`src/rtl/rv_mem_pkg.sv`:
```
// Shared types and helpers for the RV data-memory port.
// Covers access-size encoding, FSM states and per-size byte/alignment masks.
package rv_mem_pkg;

    typedef enum logic [1:0] {
        IDLE = 2'b00,
        REQ  = 2'b01,
        RESP = 2'b10
    } state_t;

    typedef enum logic [1:0] {
        MEM_B = 2'b00,
        MEM_H = 2'b01,
        MEM_W = 2'b10,
        MEM_D = 2'b11
    } size_t;

    // Byte enables for an access of this size starting at lane 0.
    function automatic logic [7:0] byte_mask(input size_t sz);
        case (sz)
            MEM_B:   byte_mask = 8'h01;
            MEM_H:   byte_mask = 8'h03;
            MEM_W:   byte_mask = 8'h0F;
            default: byte_mask = 8'hFF;
        endcase
    endfunction

    // Low address bits that must be zero for a naturally aligned access.
    function automatic logic [2:0] align_mask(input size_t sz);
        case (sz)
            MEM_B:   align_mask = 3'b000;
            MEM_H:   align_mask = 3'b001;
            MEM_W:   align_mask = 3'b011;
            default: align_mask = 3'b111;
        endcase
    endfunction

endpackage

```
`src/rtl/rv_mem_align.sv`:
```
// Combinational lane steering: store shift + byte enables, load shift + sign/zero extension.
// Zero latency; no flow control of its own.
module rv_mem_align
    import rv_mem_pkg::*;
#(
    parameter  int XLEN = 32,
    localparam int OFF  = $clog2(XLEN / 8),
    localparam int BE_W = XLEN / 8
) (
    input  logic [XLEN-1:0] wd,
    input  logic [XLEN-1:0] rdata,
    input  logic [OFF-1:0]  offset,
    input  logic [1:0]      size,
    input  logic            uns,
    output logic [BE_W-1:0] be,
    output logic [XLEN-1:0] wdata_sh,
    output logic [XLEN-1:0] rdata_ext
);

    logic [XLEN-1:0] sh;
    logic [XLEN-1:0] low_mask;
    logic            fill;

    assign be       = BE_W'(byte_mask(size_t'(size))) << offset;
    assign wdata_sh = wd << {offset, 3'b000};
    assign sh       = rdata >> {offset, 3'b000};

    // Keep the low bytes of the access, then fill the rest with the sign or zeros.
    always_comb begin
        low_mask = '1;
        fill     = 1'b0;
        case (size_t'(size))
            MEM_B: begin
                low_mask = XLEN'(64'h0000_0000_0000_00FF);
                fill     = sh[7] & ~uns;
            end
            MEM_H: begin
                low_mask = XLEN'(64'h0000_0000_0000_FFFF);
                fill     = sh[15] & ~uns;
            end
            MEM_W: begin
                low_mask = XLEN'(64'h0000_0000_FFFF_FFFF);
                fill     = sh[31] & ~uns;
            end
            default: begin
                low_mask = '1;
                fill     = 1'b0;
            end
        endcase
        rdata_ext = (sh & low_mask) | ({XLEN{fill}} & ~low_mask);
    end

endmodule

```
`src/rtl/rv_mem_port.sv`:
```
// Data-memory port: latches address/store data from the databus, runs a req/ready access to RAM.
// Latency 2 + wait cycles (1 for a rejected misaligned access); new req ignored while busy.
// Optional RV_MEM_TIMEOUT_EN aborts an access after TIMEOUT cycles without mem_ready.
module rv_mem_port
    import rv_mem_pkg::*;
#(
    parameter  int XLEN    = 32,
    parameter  int ADDR_W  = 10,
    parameter  int TIMEOUT = 16,
    localparam int OFF     = $clog2(XLEN / 8),
    localparam int BE_W    = XLEN / 8
) (
    input  logic              clk,
    input  logic              rst,
    input  logic [XLEN-1:0]   databus,
    input  logic              addr_en,
    input  logic              wd_en,
    input  logic              req,
    input  logic              we,
    input  logic [1:0]        size,
    input  logic              uns,
    output logic              busy,
    output logic              done,
    output logic [XLEN-1:0]   rd_data,
    output logic              err_misalign,
    output logic              err_timeout,
    output logic              mem_req,
    output logic              mem_we,
    output logic [ADDR_W-1:0] mem_addr,
    output logic [BE_W-1:0]   mem_be,
    output logic [XLEN-1:0]   mem_wdata,
    input  logic [XLEN-1:0]   mem_rdata,
    input  logic              mem_ready
);

    localparam int AQ_W = ADDR_W + OFF;

    if ((XLEN != 32 && XLEN != 64) || TIMEOUT < 1) begin : g_bad_param
        $error("rv_mem_port: XLEN must be 32 or 64 and TIMEOUT at least 1");
    end

    state_t          state, state_nx;
    logic [AQ_W-1:0] addr_q;
    logic [XLEN-1:0] wd_q;
    logic            we_q;
    size_t           size_q;
    logic            uns_q;
    logic            start, bad, expire;
    logic [BE_W-1:0] be;
    logic [XLEN-1:0] wdata_sh, ld_data;

    assign start = (state == IDLE) && req;
    assign bad   = ((XLEN == 32) && (size == 2'b11)) ||
                   ((addr_q[2:0] & align_mask(size_t'(size))) != 3'b000);
    assign busy  = (state != IDLE);
    assign done  = (state == RESP);

    rv_mem_align #(.XLEN(XLEN)) u_align (
        .wd        (wd_q),
        .rdata     (mem_rdata),
        .offset    (addr_q[OFF-1:0]),
        .size      (size_q),
        .uns       (uns_q),
        .be        (be),
        .wdata_sh  (wdata_sh),
        .rdata_ext (ld_data)
    );

    always_ff @(posedge clk) begin
        if (rst) begin
            state        <= IDLE;
            addr_q       <= '0;
            wd_q         <= '0;
            we_q         <= 1'b0;
            size_q       <= MEM_B;
            uns_q        <= 1'b0;
            rd_data      <= '0;
            err_misalign <= 1'b0;
        end else begin
            state <= state_nx;
            // Latching is suppressed on the req cycle so an access never sees a half-updated address.
            if (state == IDLE && !req) begin
                if (addr_en) addr_q <= databus[AQ_W-1:0];
                if (wd_en)   wd_q   <= databus;
            end
            if (start) begin
                we_q         <= we;
                size_q       <= size_t'(size);
                uns_q        <= uns;
                err_misalign <= bad;
            end
            if (state == REQ && mem_ready && !we_q) rd_data <= ld_data;
        end
    end

`ifdef RV_MEM_TIMEOUT_EN
    localparam int CNT_W = $clog2(TIMEOUT + 1);
    logic [CNT_W-1:0] wait_cnt;

    always_ff @(posedge clk) begin
        if (rst || state != REQ) wait_cnt <= '0;
        else if (!mem_ready)     wait_cnt <= wait_cnt + CNT_W'(1);
    end

    // A ready arriving on the expiry cycle still completes normally.
    assign expire = (state == REQ) && !mem_ready && (wait_cnt == CNT_W'(TIMEOUT));

    always_ff @(posedge clk) begin
        if (rst || start) err_timeout <= 1'b0;
        else if (expire)  err_timeout <= 1'b1;
    end
`else
    assign expire      = 1'b0;
    assign err_timeout = 1'b0;
`endif

    always_comb begin
        state_nx  = state;
        mem_req   = 1'b0;
        mem_we    = 1'b0;
        mem_addr  = '0;
        mem_be    = '0;
        mem_wdata = '0;
        case (state)
            IDLE: if (req) state_nx = bad ? RESP : REQ;
            REQ: begin
                mem_req   = 1'b1;
                mem_we    = we_q;
                mem_addr  = addr_q[AQ_W-1:OFF];
                mem_be    = be;
                mem_wdata = wdata_sh;
                if (mem_ready || expire) state_nx = RESP;
            end
            RESP:    state_nx = IDLE;
            default: state_nx = IDLE;
        endcase
    end

endmodule
```
`config.mk`:
```
export PLATFORM = sky130hd
export DESIGN_NAME = rv_mem_port
export DESIGN_NICKNAME = d
export VERILOG_FILES = /design/src/rtl/rv_mem_pkg.sv /design/src/rtl/rv_mem_align.sv /design/src/rtl/rv_mem_port.sv
export SDC_FILE = /design/constraint.sdc
export NUM_CORES = 1
export LEC_CHECK = 0
export CORE_ASPECT_RATIO = 1.2
export CORE_MARGIN = 2
export CORE_UTILIZATION = 45
export CTS_CLUSTER_SIZE = 40
export DETAILED_ROUTE_END_ITERATION = 10
export GPL_TIMING_DRIVEN = 0
export HOLD_SLACK_MARGIN = 0.03
export PLACE_DENSITY = 0.81
export SLEW_MARGIN = 20
export SYNTH_ARGS = -nofsm -noshare
export SYNTH_HDL_FRONTEND = slang
export SYNTH_SLANG_ARGS = --single-unit
```
`constraint.sdc`:
```
create_clock -name clk -period 2.2 [get_ports clk]
set_input_delay 0.22 -clock clk [delete_from_list [all_inputs] [get_ports clk]]
set_output_delay 0.22 -clock clk [all_outputs]
set_load 0.01 [all_outputs]
```
==> results of run 1 <==
## routing by layer
metal / wire [um] / up-vias / global-route usage [%]
li1: - / 2256 / -
met1: 6030 / 2222 / 34.6
met2: 7490 / 233 / 50.2
met3: 1180 / 31 / 5.03
met4: 462 / 0 / 12.4
met5: 0 / - / 0
## power breakdown
part           leakage, nW  switching (mW)  internal (mW)
Clock                0.140           0.578          0.922
Sequential           0.677          0.0642           1.58
Combinational         1.71           0.463          0.420
Total                 2.53            1.10           2.92
## critical path: cells and delay by family, from the launching register on
family          cells  cell delay, ps
compound gates      2             400
flops               1             340
buf+inv             4             860
## synthesized netlist by cell type
cell type   n  area (um^2)
nand2_1    92          345
dfxtp_1    83         1660
nor2_1     69          259
a21oi_1    66          330
a211oi_1   47          353
mux2i_1    34          340
clkbuf_1   33          124
and2_1     21          131
nor2b_1    17          106
nor3_1     10         50.1
o21ai_0    10         50.1
buf_2       9         45.0
nand3b_1    8         60.1
o22ai_1     8         50.1
o31ai_1     7         52.6
inv_1       6         22.5
ha_1        5         62.6
nand2b_1    5         31.3
buf_1       3         11.3
buf_6       2         22.5
nand3_1     2         10.0
or2_2       2         12.5
a22oi_1     1         7.51
a311oi_4    1         26.3
a31oi_1     1         6.26
buf_4       1         7.51
clkbuf_2    1         5.00
conb_1      1         3.75
mux2_2      1         11.3
mux2_4      1         15.0
nor3b_1     1         7.51
nor3b_2     1         12.5
nor4_1      1         6.26
o211ai_1    1         7.51
o21a_1      1         7.51
o221ai_2    1         15.0
o22a_1      1         8.76
o31a_1      1         8.76
o32a_1      1         10.0
or3_1       1         6.26
## per-stage QoR
stage                     TNS, ps  std cells
after floorplan                 0        557
after global placement      -6090        836
after detailed placement    -6660        836
after CTS                       0        849
after global routing        -13.8        849
final                           0        849
## final cells by class
cell class	count	area share [%]
multi-input combinational	419	38.9
clock inverter	2	0.578
timing repair buffer	161	24.2
buffer	44	4.06
tap	123	2.37
clock buffer	11	3.89
inverter	6	0.347
sequential	83	25.6
## timing repair
action                     in CTS  in global routing
setup buffers                   4                  1
pin swaps                       4                  0
setup endpoints to repair      46                 42
gates resized for setup        80                 32
## logic make-up (layout without fill, tap and decap cells)
kind of cell    after synthesis  after routing  synth area share [%]
buf+inv                      55            224                  5.52
other cells                   1              1                0.0871
compound gates              147            147                  21.7
flops                        83             83                  38.6
fa+ha+maj                     5              5                  1.45
simple gates                230            230                  24.1
mux                          36             36                  8.52
## flip-flops by register name, indices dropped and copies added, names as in the netlist
signal and count:
err_misalign 1, we_q 1, size_q 2, rd_data 32, wd_q 32, addr_q 12
state 2, uns_q 1
## how the worst max path moves through the flow
stage                                to  cells after the start  startpoint  slack [ps]
after floorplan             rd_data[29]                      8   size_q[0]         340
after global placement    mem_wdata[26]                      6   addr_q[1]        -430
after detailed placement  mem_wdata[26]                      6   addr_q[1]        -410
after CTS                     mem_be[1]                      4   size_q[0]         0.2
after global routing      mem_wdata[19]                      7   addr_q[1]         -10
final                     mem_wdata[25]                      6   addr_q[1]          50
==> metrics.md, run 1 <==
| Metric | Value |
|---|---|
| Hold depth | `3` |
| WS Path Type | `flop to output port` |
| WP data arrival | `1930 ps` |
| Worst hold margin | `439 ps` |
| Synth Warn # | `0` |
| # diodes | `0` |
| Post-layout util | `69.0%` |
| CTS Sinks | `83` |
| Hold buffer count at CTS | `0` |
| Worst reg2reg path depth | `8` |
| Cell mode on critical path | `clkbuf_4` |
| CTS tree | `built` |
| Maximum buffer depth of the clock tree | `2` |
| Period utilization | `97.7%` |
| Critical R2R Launch | `size_q[0]` |
| Pre-CTS setup slack | `-414 ps` |
| Syn-to-layout area delta | `51.0%` |
| Setup ws final | `51.5 ps` |
| Final hold viol count | `0` |
| Post-Syn Area | `4300 um^2` |
| Min-Delay Endpoint | `wd_q[16]` |
| Initial antenna violation count | `0` |
| Dpl cell area | `6020 um^2` |
| VDD IR max | `0.000416 V` |
| Port-buffer cells | `156` |
| Netlist cell types | `40` |
| DRT antenna net count | `0` |
| CP Max Fanout | `10` |
| FF+latch area | `1660 um^2` |
| Commonest non-fill, non-tap cell in the layout | `clkdlybuf4s50_1` |
| First-pass GRT wire length | `23.7 mm` |
| P per Cell Area | `620 nW/um^2` |
| Largest net degree at the start of global routing | `18` |
| Drt first pass iters | `5` |
| Final setup skew | `7.08 ps` |
| Clock root buffer master | `clkbuf_16` |
| Cell Rows | `39` |
| Vias | `4742` |
| Final total power | `4.03 mW` |
| Slowest-stage cell, CP | `dfxtp_2` |
| Core ar. | `9420 um^2` |
| Drt via density | `5.59` |
| Hold path startpoint | `databus[16]` |
| Worst-Margin Slew | `716 ps` |
| Top achievable clock speed | `465 MHz` |
| Setup slack, reg-to-reg | `100 ps` |
| Crit path time final | `2150 ps` |
| Gr usage total | `28.9%` |
| Die height | `111 um` |
| Syn Inst Count | `557` |
| CP Cell Sequence | `buf_6 -> clkbuf_4 -> clkbuf_4 -> a211oi_1 -> a211oi_2 -> dlygate4sd2_1` |
| RePlAce Congestion | `0.930` |
| Max Cap Viol | `0` |
| Sequential cell area fraction in the yosys report | `38.6%` |
| First DRT Iteration DRCs | `228` |
| H-tree levels | `3` |
| Clk slew on worst S/H paths | `60 ps` |
| FF+latch count, synth | `83` |
| Syn Nets | `636` |
| Max incr delay on CP | `340 ps` |
| Status | `completed` |
| Clock latency on the worst-skew pair | `340 ps` |
| Leakage | `2.53 nW` |
| Syn Area/Cell | `7.73 um^2` |
| Vias in the first global route | `4805` |
| TritonCTS Buffers | `9` |
| Finished Cell Area | `6500 um^2` |
| Die area | `10400 um^2` |
| Most frequent cells in the layout | `121 x clkdlybuf4s50_1, 92 x nand2_1, 81 x dfxtp_1` |
| Min-delay worst type | `primary input to flop` |
| Die X | `93.3 um` |
| DRC viols | `0` |
| Fraction of layout cells with a size suffix above 1 | `11.0%` |
| WP data required | `1980 ps` |
| Fillers | `782` |
| Startpoint types | `flop` |
| Initial core utilization | `45.7%` |
| Routed WL per cell | `17.9 um` |
| Rel. slew slack | `51.9%` |
| Slew Limit Fails | `0` |
| Post-detail-place hpwl | `11.3 mm` |
| Critical Path End Type | `output port` |
| R2R Path End | `rd_data[30]` |
| Post-Route WL | `15.2 mm` |
| Multi-input logic area | `2530 um^2` |
| IO Pins | `158` |
| Final setup viols | `0` |
| Gr ovfl total | `0` |
| Final nets | `803` |
Power figures use the tool's default switching activity.
==> run 2, diff against run 1 <==
- CORE_UTILIZATION: 45 -> 50
- CTS_CLUSTER_SIZE: 40 -> 25
- DONT_BUFFER_PORTS: unset -> 1
- PLACE_DENSITY: 0.81 -> unset
==> metrics.md, run 2 (synthesis results as in run 1) <==
| Metric | Value |
|---|---|
| Gr ovfl total | `0` |
| Fraction of layout cells with a size suffix above 1 | `11.2%` |
| Port-buffer cells | `0` |
| RePlAce Congestion | `0.876` |
| Die height | `106 um` |
| Setup slack, reg-to-reg | `160 ps` |
| P per Cell Area | `689 nW/um^2` |
| P_int | `2.51 mW` |
| WS Path Type | `flop to output port` |
| Post-Route WL | `13.8 mm` |
| Final total power | `3.58 mW` |
| Startpoint types | `flop` |
| Hold depth | `2` |
| Die area | `9370 um^2` |
| CP Max Fanout | `10` |
| IO Pins | `158` |
| DRC viols | `0` |
| Switch share | `29.7%` |
| Worst reg2reg path depth | `8` |
| Core ar. | `8470 um^2` |
| Max incr delay on CP | `390 ps` |
| Buffers & Inverters on Critical Path | `3` |
| Final nets | `681` |
| CP Cell Sequence | `buf_6 -> clkbuf_2 -> clkbuf_4 -> a211oi_1 -> a211oi_2` |
| First DRT Iteration DRCs | `188` |
| WP data arrival | `1930 ps` |
| RSZ-0062 raised after global routing | `yes` |
| Slew Limit Fails | `0` |
| Worst-Margin Slew | `654 ps` |
| Family with the most delay on the worst path | `buffers and inverters` |
| Rel. slew slack | `56.0%` |
| Final hold viol count | `0` |
| Cell Rows | `37` |
| Drt via density | `5.80` |
| Initial antenna violation count | `0` |
| Min-Delay Endpoint | `state[1]` |
| Setup ws final | `51.0 ps` |
| Initial core utilization | `50.8%` |
| Most frequent cells in the layout | `92 x nand2_1, 83 x dfxtp_1, 66 x nor2_1` |
| VDD IR max | `0.000389 V` |
| # diodes | `0` |
| H-tree levels | `3` |
| Clk slew on worst S/H paths | `90 ps` |
| Drt first pass iters | `4` |
| Largest net degree at the start of global routing | `15` |
| Post-CTS Setup Inserts | `0` |
| Vias | `4197` |
| Clock latency on the worst-skew pair | `370 ps` |
| Final setup viols | `0` |
| Hold path startpoint | `mem_ready` |
| First-pass GRT wire length | `21.1 mm` |
| Commonest non-fill, non-tap cell in the layout | `nand2_1` |
| WP data required | `1980 ps` |
| CTS tree | `built` |
| TritonCTS Buffers | `9` |
| Min-delay worst type | `primary input to flop` |
| Clk pwr share | `35.4%` |
| Sequential fraction of design power | `46.3%` |
| Critical Path End Type | `output port` |
| Vias in the first global route | `4104` |
| DRT antenna net count | `0` |
| Leakage | `1.80 nW` |
| Top achievable clock speed | `465 MHz` |
| Largest registers | `rd_data: 32 flops, wd_q: 32 flops, addr_q: 12 flops` |
| Final setup skew | `8.31 ps` |
| Status | `completed` |
| Die X | `88.7 um` |
| Routed WL per cell | `19.0 um` |
| Max Cap Viol | `0` |
| Post-detail-place hpwl | `10.3 mm` |
| Crit path time final | `2150 ps` |
| R2R Path End | `rd_data[30]` |
| Slowest-stage cell, CP | `dfxtp_1` |
| Syn-to-layout area delta | `20.5%` |
| Critical R2R Launch | `size_q[0]` |
| NetSw | `1.06 mW` |
| Clock root buffer master | `clkbuf_8` |
| Pre-CTS setup slack | `-64.4 ps` |
| Maximum buffer depth of the clock tree | `2` |
| Combinational Power Share | `18.3%` |
| CTS Sinks | `83` |
| Gr usage total | `29.4%` |
| Period utilization | `97.7%` |
==> run 2: area by class of cell <==
cell class                      instances  area [um^2]
Timing Repair Buffer                   37          370
Clock inverter                          5         86.3
Fill cell                             782         3280
Inverter                                6         22.5
Sequential cell                        83         1660
Tap cell                              117          146
Multi-Input combinational cell        419         2520
Clock buffer                           11          141
Buffer                                 46          235
==> run 2: power by group through the flow <==
stage	Clock (mW)	Sequential [mW]	Combinational (mW)
after detailed placement	0	1.69	0.559
final	1.26	1.66	0.655
after floorplan	0	1.67	0.436
after global placement	0	1.69	0.548
after CTS	1.28	1.65	0.632
after global routing	1.35	1.67	0.720
==> run 2: worst max-delay path by stage <==
stage / start / to / slack, ps / cells after the start
2_1_floorplan: size_q[0] / rd_data[29] / 340 / 8
3_3_place_gp: addr_q[1] / mem_wdata[27] / -30 / 5
3_5_place_dp: addr_q[1] / mem_wdata[27] / -60 / 5
4_1_cts: addr_q[1] / mem_wdata[21] / -10 / 7
5_1_grt: addr_q[1] / mem_wdata[27] / -0.6 / 5
6_report: addr_q[1] / mem_wdata[25] / 50 / 5
==> run 2: metrics by stage <==
step	std cells	hold WS, ps	TNS [ps]	cell area (um^2)	utilization [%]
after detailed placement	674	364	-110	4450	52.5
after floorplan	557	356	0	4300	-
after global routing	724	85.0	-0.629	5190	61.2
after global placement	674	358	-34.4	4450	52.5
final	724	49.6	0	5190	61.2
after CTS	727	48.7	-23.4	5120	60.4
==> run 2: what timing repair did <==
action                     in CTS  in global routing
pin swaps                       0                  2
hold buffers                   37                  0
hold endpoints to repair       49                  0
setup endpoints to repair      34                 42
gates resized for setup        21                 28
==> run 2: routing by layer <==
layer	share of wire (%)	vias to the layer above	track usage, %
li1	-	2010	-
met1	38	1973	34.1
met2	50	187	50.7
met3	9.0	27	7.44
met4	2.7	0	11.5
met5	0	-	0
==> run 3, diff against run 2 <==
- CORE_MARGIN: 2 -> unset
- SETUP_SLACK_MARGIN: unset -> 0.05
==> metrics.md, run 3 (synthesis results as in run 1) <==
| Metric | Value |
|---|---|
| Worst Setup SP | `addr_q[1]` |
| RSZ-0062 raised after global routing | `no` |
| Cell Rows | `36` |
| Initial antenna violation count | `0` |
| Setup Total Neg Slack | `0 ps` |
| Min-Delay Endpoint | `wd_q[25]` |
| Die height | `104 um` |
| Commonest non-fill, non-tap cell in the layout | `nand2_1` |
| H-tree levels | `3` |
| CTS Sinks | `83` |
| Buffers & Inverters on Critical Path | `3` |
| Clk slew on worst S/H paths | `90 ps` |
| Initial core utilization | `52.2%` |
| CP Max Fanout | `10` |
| Pre-CTS setup slack | `-26.1 ps` |
| Final nets | `682` |
| Drt first pass iters | `4` |
| Largest registers | `rd_data: 32 flops, wd_q: 32 flops, addr_q: 12 flops` |
| Slew Limit Fails | `0` |
| WP data required | `1980 ps` |
| Port-buffer cells | `0` |
| Critical R2R Launch | `size_q[1]` |
| VDD IR max | `0.000339 V` |
| Fillers | `802` |
| Core ar. | `8240 um^2` |
| IO Pins | `158` |
| Clock latency on the worst-skew pair | `370 ps` |
| DRC viols | `0` |
| Worst reg2reg path depth | `8` |
| First DRT Iteration DRCs | `213` |
| Post-Route WL | `13.6 mm` |
| Setup ws final | `119 ps` |
| Vias in the first global route | `4089` |
| Slowest-stage cell, CP | `dfxtp_2` |
| Routed WL per cell | `18.8 um` |
| Non-Filler Instances | `721` |
| Syn-to-layout area delta | `20.1%` |
| Post-detail-place hpwl | `9.94 mm` |
| # diodes | `0` |
| CTS tree | `built` |
| Multi-input logic area | `2540 um^2` |
| DRT antenna net count | `0` |
| Leakage | `1.79 nW` |
| Gr ovfl total | `0` |
| Fraction of layout cells with a size suffix above 1 | `11.9%` |
| R2R Path End | `rd_data[29]` |
| Die X | `86.7 um` |
| Hold path startpoint | `databus[25]` |
| # placed instances | `671` |
| Drt via density | `5.77` |
| Final hold viol count | `0` |
| Most frequent cells in the layout | `92 x nand2_1, 81 x dfxtp_1, 65 x a21oi_1, 65 x nor2_1, 38 x a211oi_1` |
| Setup slack, reg-to-reg | `180 ps` |
| Period utilization | `94.6%` |
| Family with the most delay on the worst path | `buffers and inverters` |
| Critical Path End Type | `output port` |
| Maximum buffer depth of the clock tree | `2` |
| FF+latch area | `1660 um^2` |
| First-pass GRT wire length | `21.1 mm` |
| Max incr delay on CP | `370 ps` |
| Rel. slew slack | `50.6%` |
| Largest net degree at the start of global routing | `14` |
| Top achievable clock speed | `481 MHz` |
| Final setup viols | `0` |
| Max Cap Viol | `0` |
| Status | `completed` |
| Crit path time final | `2080 ps` |
| CP Cell Sequence | `buf_6 -> buf_6 -> buf_8 -> mux2i_2 -> nor2_1 -> a21oi_1 -> nor2_1` |
| Vias | `4157` |
| Hold depth | `2` |
| Gr usage total | `30.5%` |
| Worst-Margin Slew | `735 ps` |
| WS Path Type | `flop to output port` |
| Clock root buffer master | `clkbuf_8` |
| P per Cell Area | `658 nW/um^2` |
| Startpoint types | `flop` |
| Crit. path cell count | `7` |
| Final setup skew | `8.14 ps` |
| WP data arrival | `1860 ps` |
| TritonCTS Buffers | `9` |
| Die area | `8980 um^2` |
| Min-delay worst type | `primary input to flop` |
| RePlAce Congestion | `0.901` |
| Final total power | `3.40 mW` |
[run 3: metal layers]
metal / track usage, % / vias up / wire, um
met5: 0 / - / 0
met4: 14.6 / 0 / 476
met3: 7.09 / 32 / 1080
met2: 51.8 / 175 / 6660
met1: 35.5 / 1939 / 5350
li1: - / 2011 / -
[run 3: final cells by class]
| type | instances | share of cell area [%] |
|---|---|---|
| clock inverters | 5 | 1.06 |
| plain buffers | 48 | 5.01 |
| inverters | 6 | 0.436 |
| flip-flops and latches | 83 | 32.2 |
| clock buffers | 10 | 2.47 |
| well taps | 114 | 2.76 |
| multi-input cells | 419 | 49.1 |
| repair buffers | 36 | 6.97 |
[run 3: how the worst max path moves through the flow]
| stage | endpoint | slack (ps) |
|---|---|---|
| 6_report | mem_wdata[21] | 120 |
| 5_1_grt | mem_wdata[17] | 50 |
| 4_1_cts | mem_wdata[21] | 40 |
| 3_5_place_dp | mem_wdata[26] | -30 |
| 3_3_place_gp | mem_wdata[26] | -5 |
| 2_1_floorplan | rd_data[29] | 340 |
[run 3: through the flow]
step	cell area [um^2]	hold slack, ps	utilization [%]
after floorplan	4300	356	-
after global placement	4450	359	53.9
after detailed placement	4450	364	53.9
after CTS	5100	32.8	61.8
after global routing	5170	33.0	62.7
final	5170	26.5	62.7
[run 3: worst register-to-register path, cell delays in order (launching register included)]
cell and delay, ps:
dfxtp_1 360, inv_1 100, ha_1 310, or2_2 310
o221ai_4 220, a311oi_4 90, buf_6 180, a211oi_1 240
nor3_1 80
[run 3: report_power, final]
group	total [mW]	leakage, nW	switching (mW)	internal [mW]
Clock	1.08	0.0881	0.566	0.515
Sequential	1.66	0.677	0.0778	1.58
Combinational	0.666	1.02	0.401	0.264
[run 3: what timing repair did]
| item | CTS | global route |
|---|---|---|
| setup buffers | 0 | 0 |
| pin swaps | 1 | 4 |
| resized for setup | 32 | 27 |
| cloned | 0 | 0 |
| setup endpoints to repair | 34 | 68 |
| hold buffers | 36 | 0 |
| hold endpoints to repair | 48 | 0 |
==> edit 1 (config.mk and constraints of run 1) <==
`ADDR_W`: 10 -> 11.
--- a/src/rtl/rv_mem_port.sv
+++ b/src/rtl/rv_mem_port.sv
@@ -5,7 +5,7 @@
     import rv_mem_pkg::*;
 #(
     parameter  int XLEN    = 32,
-    parameter  int ADDR_W  = 10,
+    parameter  int ADDR_W  = 11,
     parameter  int TIMEOUT = 16,
     localparam int OFF     = $clog2(XLEN / 8),
     localparam int BE_W    = XLEN / 8
Interface: changed (resized mem_addr); port bits go from 158 to 159. The function was not compared with the original's and may differ.
==> edit 1 against run 1 <==
- via count up 2.9%
- design area up 2.7%
- worst setup slack worse by 40 ps
- sequential cell count up 1
- routed wire length about the same
- area after synthesis up 0.78%
- clock skew up 0.79 ps
- total power up 7.2%
- maximum frequency down 1.8%
==> edit 1: results (changes against run 1) <==
STA:
- The remaining max-slew budget at the tightest pin is 54.31% (+2.4 points).
- The final-layout worst hold slack is 424.7 ps (-14.01 ps).
- The final critical delay including setup and external delays is 2189 ps (+40.11 ps).

Synth:
- The adder and majority cell fraction of the synthesized area is 1.442% (-0.011 points).
- The distinct cell type count of the synthesized netlist is 38 (-5.0%).
- By count the netlist is led by sky130_fd_sc_hd__nand2_1 (94), sky130_fd_sc_hd__dfxtp_1 (84), sky130_fd_sc_hd__nor2_1 (67).
- The number of nets in the synthesized netlist came to 639 (+0.47%).
- The number of cells produced by synthesis came to 560 (+0.54%).
- The post-synthesis sequential area ratio is 38.77% (+0.16 points).

Cells and area:
- The share of cells above drive strength 1 was 11.01% (-0.014 points).
- The final cell count without fillers is 859 (+1.2%).
- The largest registers in the layout are rd_data: 32 flops, wd_q: 32 flops, addr_q: 13 flops.

Placed design:
- The total cell area at the placement stage is 6063 sq um (+0.73%).
- The total placed cells including tap cells came to 840 (+0.48%).
- The global placer's final weighted congestion is 0.9863 (+6.1%).
- The worst setup slack before clock tree synthesis is -398.9 ps (+14.83 ps).
- The post-DP HPWL is 11270 um (+0.19%).

Global routing:
- The global-route track usage on met1 was 34.11% (-0.46 points).
- The maximum number of pins on one net before global-route repair is 16 (-2).
- The aggregate global-route resource usage was 28.52% (-0.40 points).

Outcome:
- The flow ran to the end, and the final reports show no timing, DRC or antenna violations.

Power and ir drop:
- The power consumed by the clock network was 1760 uW (+17%).
- The leakage power of the design is 0.002660 uW (+5.3%).
- The worst ir drop on vdd is 355.0 uV (-15%).
- The internal power of the cells was 3151 uW (+7.7%).
- The total power came to 4319 uW (+7.2%).

Detailed routing:
- The iteration-0 DRC count of the detailed router is 285 (+25%).
- The number of detailed-routing iterations run before antenna repair is 6 (+1).
- The wire length on met2 is 7376 um (-1.6%).
- The via count is 4880 (+2.9%).
- The met1 routed wirelength after detailed routing was 5808 um (-3.7%).

Clocking:
- The count of buffers added by post-CTS timing repair for setup came to 1 (-3).
- The post-cts gate resize count is 73 (-8.8%).

Setup path:
- In this run the worst setup path terminates at mem_wdata[5].
- The largest fanout of any net on the critical path is 8 (-2).

Hold path:
- The worst hold path endpoint is wd_q[14]$_SDFFE_PP0P_.
==> edit 1: logic make-up (layout without fill, tap and decap cells) <==
family,after synthesis,after routing
buf+inv,55,230
mux,36,36
fa+ha+maj,5,5
compound gates,147,147
simple gates,232,233
flops,84,84
other cells,1,1
==> edit 1: critical path, cell delays in order (launching register included) <==
cell and delay (ps):
sky130_fd_sc_hd__dfxtp_1 330, sky130_fd_sc_hd__nand2b_1 210, sky130_fd_sc_hd__inv_2 140, sky130_fd_sc_hd__nand2b_4 140, sky130_fd_sc_hd__nor2_4 140, sky130_fd_sc_hd__and2_1 140
sky130_fd_sc_hd__clkdlybuf4s50_1 530
==> edit 1: final cells by class <==
cell class	count	area, sq um
Buffer	45	285.3
Fill cell	732	2794
Timing Repair Buffer	163	1628
Multi-Input combinational cell	422	2551
Sequential cell	84	1684
Clock inverter	7	122.6
Clock buffer	9	225.2
Inverter	6	22.52
Tap cell	123	153.9
==> edit 2 (config.mk and constraints of run 1) <==
Made on the original files. Put one more register stage on the output `err_misalign`, with the module's reset. The value now appears one clock later. The other outputs are not delayed to match.
--- a/src/rtl/rv_mem_port.sv
+++ b/src/rtl/rv_mem_port.sv
@@ -34,6 +34,8 @@
 );
 
     localparam int AQ_W = ADDR_W + OFF;
+
+    logic err_misalign_s0;
 
     if ((XLEN != 32 && XLEN != 64) || TIMEOUT < 1) begin : g_bad_param
         $error("rv_mem_port: XLEN must be 32 or 64 and TIMEOUT at least 1");
@@ -75,7 +77,7 @@
             size_q       <= MEM_B;
             uns_q        <= 1'b0;
             rd_data      <= '0;
-            err_misalign <= 1'b0;
+            err_misalign_s0 <= 1'b0;
         end else begin
             state <= state_nx;
             // Latching is suppressed on the req cycle so an access never sees a half-updated address.
@@ -87,7 +89,7 @@
                 we_q         <= we;
                 size_q       <= size_t'(size);
                 uns_q        <= uns;
-                err_misalign <= bad;
+                err_misalign_s0 <= bad;
             end
             if (state == REQ && mem_ready && !we_q) rd_data <= ld_data;
         end
@@ -136,4 +138,12 @@
         endcase
     end
 
+    always_ff @(posedge clk) begin
+        if (rst) begin
+            err_misalign <= '0;
+        end else begin
+            err_misalign <= err_misalign_s0;
+        end
+    end
+
 endmodule
Behaviour: not the same (a bounded check fails within 4 cycles, from zero or initial values and one cycle with rst high).
==> edit 2 against run 1 <==
- total power grew 2.4%
- design area grew 0.65%
- highest routed layer unchanged
- area after synthesis grew 0.58%
- register-to-register slack lost 50 ps
- core utilization grew 0.45 points
- sequential cell count grew 1
- worst setup slack lost 12 ps
- clock skew grew 0.75 ps
- combinational power is essentially flat
- sequential share of layout area grew 0.12 points
- die area grew 0.55%
- routed wire length grew 0.18%
==> edit 2: results (changes against run 1) <==
Outcome:
- The run finished with clean final reports.

Setup path:
- Among all stages on the critical path, the largest delay is contributed by sky130_fd_sc_hd__dfxtp_1.
- The register-to-register setup slack is 50 ps (-50 ps).
- The maximum single-stage delay on the critical path was 370 ps (+30 ps).
- The largest fanout of any net on the critical path is 4 (-6).
- In this run the critical register-to-register path is captured at rd_data[29]$_SDFFE_PP0P_.
- In this run the worst setup path begins at size_q[0]$_SDFFE_PP0P_.

Synth:
- The number of nets in the synthesized netlist came to 638 (+0.31%).
- The count of yosys warnings during synthesis is 0 (unchanged).
- Yosys attributes the largest share of cell area to sky130_fd_sc_hd__dfxtp_1 (39%), sky130_fd_sc_hd__a211oi_1 (8.2%), sky130_fd_sc_hd__nand2_1 (8.0%).
- The post-synthesis sequential area ratio was 38.84% (+0.24 points).
- The flip-flop cell with the highest count after synthesis is sky130_fd_sc_hd__dfxtp_1.
- The distinct cell type count of the synthesized netlist was 39 (-2.5%).
- The number of cells produced by synthesis is 559 (+0.36%).
- After synthesis, the most frequently instantiated cells are sky130_fd_sc_hd__nand2_1 (92), sky130_fd_sc_hd__dfxtp_1 (84), sky130_fd_sc_hd__nor2_1 (69).

Power and ir drop:
- The switching power of the nets came to 1186 uW (+7.4%).
- The worst ir drop on vdd is 515.9 uV (+24%).
- The leakage power of the design was 0.002566 uW (+1.6%).

Detailed routing:
- The wire length on met2 was 7557 um (+0.85%).
- The length of routed met3 wiring is 1154 um (-2.0%).
- The average wire per cell in the routed design is 17.81 um (-0.29%).
- The detailed-route wire length is 15190 um (+0.18%).
- The ratio of routed vias to standard cells was 5.610 (+0.43%).
- The iteration-0 DRC count of the detailed router came to 259 (+14%).
- The met1 routed wirelength after detailed routing is 6004 um (-0.43%).

Placed design:
- The global placer's final weighted congestion is 0.9051 (-2.7%).
- The total placed cells including tap cells is 838 (+0.24%).
- The post-DP HPWL is 11380 um (+1.1%).

STA:
- The final-layout worst hold slack is 413.9 ps (-24.90 ps).
- The transition time at the pin with the least slew margin is 761.7 ps (+45.91 ps).
- The clock skew was 7.829 ps (+0.7522 ps).

Global routing:
- The aggregate global-route resource usage was 28.96% (+0.040 points).
- The first-pass GRT wire length is 23780 um (+0.52%).
- The via count of the first global-routing pass came to 4691 (-2.4%).
- The maximum number of pins on one net before global-route repair was 18 (unchanged).

Hold path:
- The worst hold path terminates at wd_q[15]$_SDFFE_PP0P_.

Cells and area:
- The share of cells above drive strength 1 is 10.55% (-0.47 points).
- The fill cell instance count of the final layout is 729 (-6.8%).
- The final net count is 804 (+0.12%).
-- edit 2: cell count changes after synthesis --
| cell | delta |
|---|---|
| sky130_fd_sc_hd__nor2b_1 | +1 |
| sky130_fd_sc_hd__clkbuf_1 | -1 |
| sky130_fd_sc_hd__dfxtp_1 | +1 |
| sky130_fd_sc_hd__buf_1 | +2 |
| sky130_fd_sc_hd__clkbuf_2 | -1 |
-- edit 2: worst max-delay path by stage --
stage / end / slack [ps] / cells after the start
after floorplan: rd_data[29]$_SDFFE_PP0P_ / 340 / 8
after global placement: mem_be[2] / -550 / 6
after detailed placement: mem_be[2] / -610 / 6
after CTS: mem_wdata[16] / 3 / 8
after global routing: mem_wdata[16] / -10 / 7
final: mem_be[2] / 40 / 6
-- edit 2: cell type report --
class	instances	area (sq um)	share of cell area (%)
clock inverters	6	70.07	1.071
clock buffers	10	239.0	3.653
repair buffers	160	1569	23.99
well taps	123	153.9	2.353
inverters	6	22.52	0.3443
multi-input cells	420	2534	38.73
flip-flops and latches	84	1683	25.73
plain buffers	44	270.3	4.132
-- edit 2: repair_timing --
| item | CTS | global route |
|---|---|---|
| setup buffers | 3 | 1 |
| pin swaps | 2 | 2 |
| resized for setup | 83 | 28 |
| gates cloned | 0 | 0 |
| setup endpoints to repair | 46 | 41 |
-- edit 2: power by group through the flow --
stage,clock (uW),sequential (uW),combinational [uW]
floorplan,0,1690,437
global placement,0,1690,805
detailed placement,0,1690,821
CTS,1590,1660,862
global route,1660,1670,944
finish,1580,1660,883
-- edit 2: routing by layer --
layer / track usage (%) / vias up
met5: 0 / -
met3: 5.413 / 35
met1: 35.76 / 2230
li1: - / 2257
met2: 48.59 / 263
met4: 13.33 / 0
-- edit 2: kinds of logic after synthesis --
family | count (synthesis) | share of synthesized area [%]
DFF | 84 | 38.84
other | 1 | 0.08662
adders and majority gates | 5 | 1.445
and+or+nand+nor | 231 | 24.13
buffers and inverters | 55 | 5.463
muxes | 36 | 8.468
AOI/OAI and AO/OA | 147 | 21.56
-- edit 2: worst reg2reg max path, stage by stage (launching register included) --
cell and delay [ps]:
sky130_fd_sc_hd__dfxtp_1 370, sky130_fd_sc_hd__inv_1 120, sky130_fd_sc_hd__ha_1 350, sky130_fd_sc_hd__or2_2 300
sky130_fd_sc_hd__o221ai_2 240, sky130_fd_sc_hd__a311oi_4 110, sky130_fd_sc_hd__buf_6 180, sky130_fd_sc_hd__a211oi_1 250
sky130_fd_sc_hd__nor3_1 80
-- edit 2: metrics by stage --
stage                     TNS [ps]  total power (uW)  cell area, sq um  setup WS (ps)
after global placement       -7337              2492              6045         -550.3
final                            0              4128              6541          39.66
after detailed placement     -8035              2511              6045         -608.0
after floorplan                  0              2122              4329          337.0
after CTS                        0              4108              6496          2.613
after global routing        -12.60              4277              6541         -10.80
